==> src/rtl/output_error_unit.sv <==
// Purpose : output-error stage of the learning neuron; waits for the neuron output to settle,
//           then emits backprop = sat(target - axon) and a one-cycle weight-update strobe.
// Latency : a target accepted at edge T0 gives backprop_valid after edge T0+SETTLE_CYCLES+1.
// Backpres: backprop and backprop_valid are held until backprop_ready; sample_ready stays low
//           from acceptance until the handshake, and no second target is buffered.
// Ports   : clock/reset (async, active-high); sample_valid/sample_ready/target/axon on the
//           input side; backprop/backprop_valid/backprop_ready/update_strobe back to the
//           neuron; sample_count, batch_error (ERR_W) and batch_done for training monitoring.
// Option  : define ERROR_CLAMP_EN to further clamp backprop to [-CLAMP_MAG, +CLAMP_MAG].
module output_error_unit #(
  parameter int          SETTLE_CYCLES = 4,
  parameter int          BATCH_SIZE    = 16,
  parameter int          ERR_W         = 48,
  parameter logic [31:0] CLAMP_MAG     = 32'h0001_0000
) (
  input  logic             clock,
  input  logic             reset,
  input  logic             sample_valid,
  output logic             sample_ready,
  input  logic [31:0]      target,
  input  logic [31:0]      axon,
  output logic [31:0]      backprop,
  output logic             backprop_valid,
  input  logic             backprop_ready,
  output logic             update_strobe,
  output logic [15:0]      sample_count,
  output logic [ERR_W-1:0] batch_error,
  output logic             batch_done
);

`ifdef ERROR_CLAMP_EN
  localparam bit CLAMP_ON = 1'b1;
`else
  localparam bit CLAMP_ON = 1'b0;
`endif

  localparam int          CNT_W     = (SETTLE_CYCLES > 0) ? $clog2(SETTLE_CYCLES + 1) : 1;
  localparam logic [15:0] LAST_IDX  = 16'(BATCH_SIZE - 1);
  localparam logic [31:0] CLAMP_NEG = ~CLAMP_MAG + 32'd1;

  typedef enum logic [1:0] {IDLE, SETTLE, CAPTURE, OUTPUT} state_t;

  state_t           state;
  logic [CNT_W-1:0] settle_cnt;
  logic [31:0]      target_reg;
  logic [ERR_W-1:0] acc;

  logic [32:0]      diff;
  logic [32:0]      mag;
  logic [31:0]      sat;
  logic [31:0]      bp_next;
  logic [ERR_W:0]   acc_sum;

  assign sample_ready = (state == IDLE);

  always_comb begin
    // 33-bit difference cannot overflow; its magnitude is at most 2^32-1.
    diff = {target_reg[31], target_reg} - {axon[31], axon};
    mag  = diff[32] ? (~diff + 33'd1) : diff;

    // Top two bits disagree -> outside the 32-bit signed range.
    if (diff[32] != diff[31])
      sat = diff[32] ? 32'h8000_0000 : 32'h7FFF_FFFF;
    else
      sat = diff[31:0];

    bp_next = sat;
    if (CLAMP_ON) begin
      if ($signed(sat) > $signed(CLAMP_MAG))
        bp_next = CLAMP_MAG;
      else if ($signed(sat) < $signed(CLAMP_NEG))
        bp_next = CLAMP_NEG;
    end

    // Extra carry bit detects accumulator overflow for saturation.
    acc_sum = {1'b0, acc} + {{(ERR_W - 32){1'b0}}, mag};
  end

  always_ff @(posedge clock or posedge reset) begin
    if (reset) begin
      state          <= IDLE;
      settle_cnt     <= '0;
      target_reg     <= '0;
      acc            <= '0;
      backprop       <= '0;
      backprop_valid <= 1'b0;
      update_strobe  <= 1'b0;
      batch_done     <= 1'b0;
      sample_count   <= '0;
      batch_error    <= '0;
    end else begin
      update_strobe <= 1'b0;
      batch_done    <= 1'b0;
      case (state)
        IDLE: begin
          if (sample_valid) begin
            target_reg <= target;
            settle_cnt <= CNT_W'(SETTLE_CYCLES);
            if (SETTLE_CYCLES == 0)
              state <= CAPTURE;
            else
              state <= SETTLE;
          end
        end
        SETTLE: begin
          settle_cnt <= settle_cnt - CNT_W'(1);
          if (settle_cnt <= CNT_W'(1))
            state <= CAPTURE;
        end
        CAPTURE: begin
          backprop       <= bp_next;
          backprop_valid <= 1'b1;
          acc            <= acc_sum[ERR_W] ? '1 : acc_sum[ERR_W-1:0];
          state          <= OUTPUT;
        end
        OUTPUT: begin
          if (backprop_ready) begin
            backprop_valid <= 1'b0;
            update_strobe  <= 1'b1;
            if (sample_count == LAST_IDX) begin
              batch_error  <= acc;
              acc          <= '0;
              sample_count <= '0;
              batch_done   <= 1'b1;
            end else begin
              sample_count <= sample_count + 16'd1;
            end
            state <= IDLE;
          end
        end
        default: state <= IDLE;
      endcase
    end
  end

endmodule

==> config.mk <==
export PLATFORM = sky130hd
export DESIGN_NAME = output_error_unit
export DESIGN_NICKNAME = d
export VERILOG_FILES = /design/src/rtl/output_error_unit.sv
export SDC_FILE = /design/constraint.sdc
export NUM_CORES = 1
export LEC_CHECK = 0
export ABC_CLOCK_PERIOD_IN_PS = 5700
export BUFFER_PORTS_ARGS = -buffer_cell sky130_fd_sc_hd__buf_2
export CAP_MARGIN = 10
export CORE_ASPECT_RATIO = 1.2
export CORE_MARGIN = 8
export CORE_UTILIZATION = 55
export CTS_BUF_LIST = sky130_fd_sc_hd__clkbuf_2 sky130_fd_sc_hd__clkbuf_4 sky130_fd_sc_hd__clkbuf_8
export CTS_CLUSTER_DIAMETER = 40
export DETAILED_ROUTE_END_ITERATION = 10
export PLACE_DENSITY_LB_ADDON = 0.05
export SLEW_MARGIN = 40
export SYNTH_ARGS = -nofsm -noshare
export SYNTH_HDL_FRONTEND = slang
export SYNTH_SLANG_ARGS = --single-unit
export TNS_END_PERCENT = 100
==> constraint.sdc <==
create_clock -name clock -period 5.7 [get_ports clock]
set_input_delay 0.855 -clock clock [delete_from_list [all_inputs] [get_ports clock]]
set_output_delay 0.855 -clock clock [all_outputs]
set_load 0.02 [all_outputs]
# Word-level counts from Yosys, hierarchy flattened
# Index checks and enable logic that the tools add are counted.
# W data, S select, Z words.
[word_totals] register_bits=184 in_bits=68 output_inout_bits=100 wordCells=57
[classes] addsub=5 order_cmp=1 n_eq_ne=9 n_mux=21 bitwise=1 n_reduce_logical=10
[op_table] operator="$mux W48" n=3
[op_table] operator="$pmux W48 S2" n=1
[op_table] operator="$mux W32" n=2
[op_table] operator="$add A48 B33 Y49" n=1
[op_table] operator="$add A33 B1 Y33 const B" n=1
[op_table] operator="$mux W33" n=1
[op_table] operator="$not A33 Y33" n=1
[op_table] operator="$sub A32 B32 Y33" n=1
[op_table] operator="$add A16 B1 Y16 const B" n=1
[op_table] operator="$eq A16 B4 Y1 const B" n=1
[op_table] operator="$mux W16" n=1
[op_table] operator="$reduce_and A3 Y1" n=3
[op_table] operator="$ne A2 B2 Y1 const B" n=4
[op_table] operator="$pmux W2 S4" n=1
[op_table] operator="$reduce_and A2 Y1" n=4
[op_table] operator="$mux W1" n=6
[op_table] operator="$mux W2" n=3
[op_table] operator="$pmux W3 S2" n=1
[op_table] operator="$eq A2 B2 Y1 const B" n=2
[op_table] operator="$reduce_bool A2 Y1" n=2
[op_table] operator="$le A3 B1 Y1 const B" n=1
[op_table] operator="$mux W3" n=1
[op_table] operator="$sub A3 B1 Y3 const B" n=1
[op_table] operator="$eq A2 B1 Y1 const B" n=1
[op_table] operator="3 further kinds" n=3

# Depth between registers and ports, before layout
# Gate-level depths: netlist (run 1).
[depth] word_depth=7 depth_mapped=26

# Least setup slack after synthesis (run 1)
# OpenSTA, ideal clock, no wires.
[synth_path] path_type="in2reg" startpoint="input axon[13]" endpoint="register acc[37]" setup_ns=0.082 arrival_ns=6.072 required_time_ns=5.618 slack_ns=-0.454 stages=24 path_cell_list="inv_1 > ha_1 > a21o_1 > a211oi_2 > a21boi_1 > a31oi_1 > a311oi_1 > a21oi_1 > o2bb2ai_1 > clkbuf_1 > nand2_1 > o21ai_0 > fa_1 > a21o_1 > a21oi_1 > or3b_1 > a2111o_1 > a211oi_1 > o21ai_1 > o31ai_1 > buf_2 > nand2_1 > buf_2 > a31oi_1"
[synth_between] elab_chain_cells=7
[synth_lines] item="start, declared" line_no="21" text="input logic [31:0] axon,"
[synth_lines] item="$sub A32 B32 Y33 (*)" line_no="58" text="diff = {target_reg[31], target_reg} - {axon[31], axon};"
[synth_lines] item="$not A33 Y33" line_no="59" text="mag = diff[32] ? (~diff + 33'd1) : diff;"
[synth_lines] item="$add A33 B1 Y33" line_no="59"
[synth_lines] item="$mux W33 (*)" line_no="59"
[synth_lines] item="$add A48 B33 Y49 (*)" line_no="76" text="acc_sum = {1'b0, acc} + {{(ERR_W - 32){1'b0}}, mag};"
[synth_lines] item="$mux W48 (*)" line_no="113" text="acc <= acc_sum[ERR_W] ? '1 : acc_sum[ERR_W-1:0];"
[synth_lines] item="$pmux W48 S2 (*)" line_no="94" text="case (state)"
[synth_lines] item="end signal, assigned" line_no="113"
[synth_lines] item="end, declared" line_no="46" text="logic [ERR_W-1:0] acc;"
# Every way passes the cells marked *; elsewhere a longest branch is shown, timed or not.
# A chain may end at the register's enable or synchronous reset.

# Worst setup path in the final report (run 1)
[layout_path] startpoint="input axon[3]" endpoint="register acc[41]"
# Same word-level chain as after synthesis.

==> flow_summary_export.csv, run 1 <==
group,metric,value,unit
clock_network,postCtsHoldBufs,0,
flow_run,max_cap_violations,0,
synthesis,synth_top_area_share,37.5,%
synthesis,synth.area.top_cells,"dfrtp_1 (37%), ha_1 (7.6%), nand2_1 (6.5%), a21oi_1 (5.0%), xnor2_1 (3.9%)",
place,io_buffers,167,
timing,setup_slack,-0.127,ns
place,hpwl,27000,microns
grt,grt_pass1_vias,11825,
timing,rsz0062_at_grt,"yes",
place,routabilityCongestion,0.904,
synthesis,synth_area_leader_cell,"dfrtp_1",
finish,insertedDiodeCount,0,
setup_path,crit_type,"in2reg",
hold_path,whs_path_depth,2,
finish,stdcell_area,0.0164,sq mm
route,drt_wl_total,35600,microns
finish,drive_gt1_share,33.3,%
die,core_area,0.0222,sq mm
setup_path,rr_startpoint,"target_reg[0]$_DFFE_PP0P_",
route,firstDrtPassIters,5,
route,drt_iter0_drc,605,
synthesis,synth_enable_flop_cells,0,
finish,reg_top3,"acc: 48 flops, batch_error: 48 flops",
synthesis,yosysWarnings,0,
die,dieArea,0.0274,sq mm
grt,antenna_found_initial,0,
synthesis,ys_seq_area_share,37.5,%
clock_network,clockBufferDepth,2,
setup_path,arrival,6.18,ns
clock_network,cts_tree,"built",
timing,slew_headroom,43.9,%
clock_network,cts.clk_slew.worst_paths,0.11,ns
synthesis,synth_area,0.0123,sq mm
grt,grt_overflow,0,
finish,layout.nets,1978,
outcome,outcome,"finished with violations",
setup_path,path_max_fanout,5,
timing,worst_pin_slew,0.841,ns
synthesis,synth.avg_cell_area,8.61,sq um
hold_path,hp-start,"batch_error[36]$_DFFE_PP0P_",
synthesis,yosysMostFrequentCell,"nand2_1",
synthesis,synth.top_cells.by_count,"nand2_1 (214), dfrtp_1 (184), a21oi_1 (122), inv_1 (88), nor2_1 (87)",
clock_network,insertion_delay,0.47,ns
timing,hold_viol,0,
timing,fin_crit,5.83,ns
synthesis,syn_nets,1573,
place,dp_slack,-0.533,ns
hold_path,hold_class,"reg2reg",
die,die_y,180,microns
clock_network,cts_root_buf,"clkbuf_8",
synthesis,synth-main-ff-cell,"dfrtp_1",
route,vias,11867,
synthesis,async_flop_share,100,%
setup_path,rr_worst_depth,27,
grt,track_usage,24.8,%
route,vias_per_cell,5.59,
die,row_count,60,
setup_path,critical_path.max_stage_delay,0.54,ns
clock_network,cts_buffers,17,
setup_path,r2r_end,"acc[41]$_DFFE_PP0P_",
grt,grt_first_pass_wirelength,57200,microns
die,io_pins,168,
setup_path,cp_num_buf_inv,5,
die,die_w,152,microns
setup_path,start_kind,"primary input",
setup_path,worstSetupEndpointType,"flip-flop",
place,placed_area,0.0153,sq mm
grt,grt_max_degree,98,
route,routedWlPerCell,16.8,microns
hold_path,whs_endpoint,"batch_error[36]$_DFFE_PP0P_",
setup_path,ff2ff_setup_slack,-0.11,ns
setup_path,required,6.05,ns
finish,area_growth,33.2,%
timing,setup_tns,-0.491,ns
clock_network,cts-htree-levels,4,
timing,finalMaxSlewViolations,0,
setup_path,crit_slowest_cell,"or4_4",
synthesis,synthCells,1428,
die,start_util,55.3,%
synthesis,yosysUniqueCellTypes,80,
finish,nFillCells,1714,
route,drtAntennaViolNets,0,
timing,setup_violations,7,
clock_network,cts.sinks,184,
timing,finalClockSkew,0.0200,ns
outcome,violations,"negative setup slack",
synthesis,synth_seq_cells,184,
timing,max_freq,172,MHz
timing,min_period_over_period,102,%
route,drc,0,
setup_path,worst_path_dominant_cell_family,"compound AO/OA/AOI/OAI gates",
[timing repair]
action                     CTS  global route
buffers inserted             1            20
setup endpoints to repair    9            48
cloned                       0             3
pin swaps                    1            60
gates resized for setup      4            92
[placed cells by master (no fill, tap or decap), types with 8 or more instances in the layout]
master	Yosys	routed
clkbuf_8	0	17
buf_6	0	8
nand3_1	27	26
o21a_1	8	8
buf_4	1	269
nor3_1	26	22
buf_2	15	167
nand2b_1	11	9
a21o_1	38	38
nand4_1	16	16
and3_1	18	18
xor2_1	37	37
mux2_2	34	34
o21ai_0	71	53
a31oi_1	37	22
ha_1	75	72
a21oi_1	122	111
nor2_1	87	82
inv_1	88	86
and2_1	16	13
a31oi_4	0	13
xnor2_1	55	55
and4_1	8	8
o22ai_1	31	31
dfrtp_1	184	184
o21ai_1	3	17
nor2b_1	14	13
nand2_1	214	213
a21oi_2	3	13
[cells by family (layout without fill, tap and decap cells)]
group | Yosys count | count (layout) | share of synthesized area [%]
AND/OR/NAND/NOR | 481 | 481 | 18.8
AO/OA/AOI/OAI | 398 | 398 | 20.5
flip-flops | 184 | 184 | 37.5
buffers and inverters | 152 | 569 | 4.83
XOR/XNOR | 92 | 92 | 6.56
adder cells (fa/ha/maj) | 80 | 80 | 8.21
multiplexers | 41 | 41 | 3.69
[per-stage QoR]
stage | hold WS [ns] | std cells | utilization, %
after floorplan | 0.450 | 1428 | -
after CTS | 0.484 | 2102 | 70.6
after detailed placement | 0.457 | 2070 | 68.7
after global routing | 0.503 | 2124 | 73.6
after global placement | 0.452 | 2069 | 68.6
final | 0.477 | 2124 | 73.6
[worst max-delay path by stage]
stage / slack, ns / to / from / cells after the start
2_1_floorplan: -0.1 / acc[41]$_DFFE_PP0P_ / axon[0] / 24
3_3_place_gp: -0.43 / acc[42]$_DFFE_PP0P_ / axon[0] / 25
3_5_place_dp: -0.53 / acc[41]$_DFFE_PP0P_ / axon[1] / 24
4_1_cts: 0.002 / acc[41]$_DFFE_PP0P_ / axon[0] / 25
5_1_grt: -0.29 / acc[41]$_DFFE_PP0P_ / axon[3] / 27
6_report: -0.13 / acc[41]$_DFFE_PP0P_ / axon[3] / 27
[tightest hold or removal path, delay by kind of cell (launching register included)]
kind,cells,cell delay [ns]
AND/OR/NAND/NOR,2,0.10
flip-flops,1,0.35
[routing by layer]
layer / up-vias / global-route usage (%) / routed length, microns
met5: - / 0 / 0
met4: 0 / 8.17 / 804
met3: 56 / 3.89 / 1550
met2: 302 / 42.8 / 17500
met1: 5633 / 31.3 / 15800
li1: 5876 / - / -
[cell type report]
| type | count | area [sq um] | share of cell area, % |
|---|---|---|---|
| multi-input combinational | 1092 | 7620 | 46.6 |
| sequential | 184 | 4600 | 28.1 |
| timing repair buffer | 449 | 3060 | 18.7 |
| tap | 279 | 349 | 2.13 |
| inverter | 89 | 338 | 2.06 |
| clock buffer | 17 | 234 | 1.43 |
| clock inverter | 14 | 151 | 0.925 |
Power of run 1 is not shown: default switching activity piles up to over one toggle a cycle in this logic, so the estimate is an artifact.
==> run 2: changes to the inputs <==
Settings changed: CORE_UTILIZATION 55 to 53, CTS_BUF_LIST sky130_fd_sc_hd__clkbuf_2 sky130_fd_sc_hd__clkbuf_4 sky130_fd_sc_hd__clkbuf_8 to default, SKIP_CTS_REPAIR_TIMING from default to 1.
==> run 2 against run 1 <==
Against the previous run: the flow still finishes with violations (negative setup slack); largest cell class unchanged; utilization is 2.5 points lower; highest routed layer unchanged; final cell count is 1.0% higher; sequential share of layout area hardly changed; via count is 1.3% lower.
==> flow_summary_export.csv, run 2 (same netlist as run 1, synthesis figures left out) <==
group,metric,value,unit
outcome,outcome,"finished with violations",
finish,nFillCells,1842,
finish,drive_gt1_share,31.8,%
route,vias,11715,
place,io_buffers,167,
timing,finalClockSkew,0.0126,ns
flow_run,max_cap_violations,0,
clock_network,cts-htree-levels,4,
grt,antenna_found_initial,0,
route,routedWlPerCell,16.3,microns
timing,slew_headroom,36.7,%
clock_network,clockBufferDepth,2,
route,drt_wl_total,35000,microns
timing,max_freq,172,MHz
finish,reg_top3,"acc: 48 flops, batch_error: 48 flops",
setup_path,startpoint,"axon[0]",
setup_path,arrival,6.12,ns
timing,hold_viol,0,
finish,mostFrequentLayoutCells,"buf_4 (259), nand2_1 (211), dfrtp_1 (184)",
finish,layout.nets,1965,
clock_network,cts.sinks,184,
timing,finalMaxSlewViolations,0,
timing,fin_crit,5.80,ns
route,drt_iter0_drc,550,
clock_network,cts.clk_slew.worst_paths,0.07,ns
setup_path,rr_startpoint,"target_reg[0]$_DFFE_PP0P_",
clock_network,cts_tree,"built",
finish,area_growth,33.1,%
die,die_w,155,microns
hold_path,hp-start,"batch_error[36]$_DFFE_PP0P_",
finish,final_cells,2146,
die,die_y,183,microns
grt,track_usage,24.7,%
timing,hold_ws,0.470,ns
place,hpwl,27300,microns
finish,insertedDiodeCount,0,
setup_path,worstSetupEndpointType,"flip-flop",
setup_path,path_max_fanout,6,
setup_path,start_kind,"primary input",
timing,setup_slack,-0.101,ns
clock_network,cts_root_buf,"clkbuf_16",
route,drtAntennaViolNets,0,
finish,layout_commonest_cell,"buf_4",
timing,rsz0062_at_grt,"yes",
route,drc,0,
timing,setup_violations,6,
finish,stdcell_area,0.0164,sq mm
place,placed_area,0.0153,sq mm
grt,grt_first_pass_wirelength,57700,microns
clock_network,cts_buffers,17,
die,start_util,53.5,%
place,routabilityCongestion,0.901,
die,core_area,0.0230,sq mm
timing,min_period_over_period,102,%
route,firstDrtPassIters,5,
grt,grt_pass1_vias,11863,
place,dpl.cell_count,2104,
grt,grt_max_degree,68,
die,io_pins,168,
die,row_count,61,
setup_path,required,6.02,ns
finish,fin_util,71.2,%
outcome,violations,"negative setup slack",
clock_network,insertion_delay,0.44,ns
die,dieArea,0.0283,sq mm
setup_path,crit_type,"in2reg",
grt,grt_overflow,0,
route,vias_per_cell,5.46,
timing,worst_pin_slew,0.937,ns
hold_path,hold_class,"reg2reg",
[run 2: cell types whose count changed in the layout (fill, tap and decap cells not counted), sizes merged]
cell	previous run	this run
buf	447	435
inv	97	91
bufinv	0	4
[run 2: stage by stage]
step                      worst slack [ns]  setup TNS [ns]
final                               -0.101          -0.369
after global routing                -0.298           -5.67
after CTS                           -0.156           -2.41
after detailed placement            -0.573          -21.66
after global placement              -0.489          -17.93
after floorplan                    -0.0961         -0.0961
[run 2: worst paths after layout]
path	end	slack, ns	cells past startpoint
min reg2reg	batch_error[36]$_DFFE_PP0P_	0.47	2
max reg2reg	acc[41]$_DFFE_PP0P_	-0.09	27
max	acc[41]$_DFFE_PP0P_	-0.10	27
min in group asynchronous	sample_count[6]$_DFFE_PP0P_	0.49	3
min	batch_error[36]$_DFFE_PP0P_	0.47	2
max in group asynchronous	backprop[22]$_DFFE_PP0P_	4.57	4
[run 2: per-layer routing]
metal / track usage (%) / part of all wire, %
met1: 30.9 / 44
met2: 43.3 / 50
met3: 3.44 / 4.1
met4: 7.93 / 1.9
met5: 0 / 0
[run 2: cell type report]
class	instances	area [sq um]	share of cell area, %
flip-flops and latches	184	4600	28.2
clock buffers	18	429	2.62
repair buffers	436	2960	18.1
clock inverters	12	195	1.19
inverters	89	340	2.08
well taps	315	394	2.41
multi-input cells	1092	7430	45.4
[run 2: critical path, stage by stage]
cell	delay [ns]
buf_6	0.07
ha_4	0.13
fa_2	0.23
nand2b_4	0.16
a21oi_4	0.06
buf_6	0.12
buf_6	0.11
o31ai_4	0.25
buf_6	0.14
a21oi_2	0.05
o311a_1	0.38
a2111o_1	0.45
or3_4	0.35
or4_4	0.55
o21ai_4	0.17
xnor2_2	0.15
ha_4	0.25
a21o_1	0.18
a21o_1	0.15
a221o_1	0.36
nor4bb_4	0.32
o21ai_2	0.13
nand2_2	0.11
nor3_2	0.04
and2_1	0.15
o21ai_1	0.14
a31oi_1	0.05
Power of run 2 is left out for the same reason.
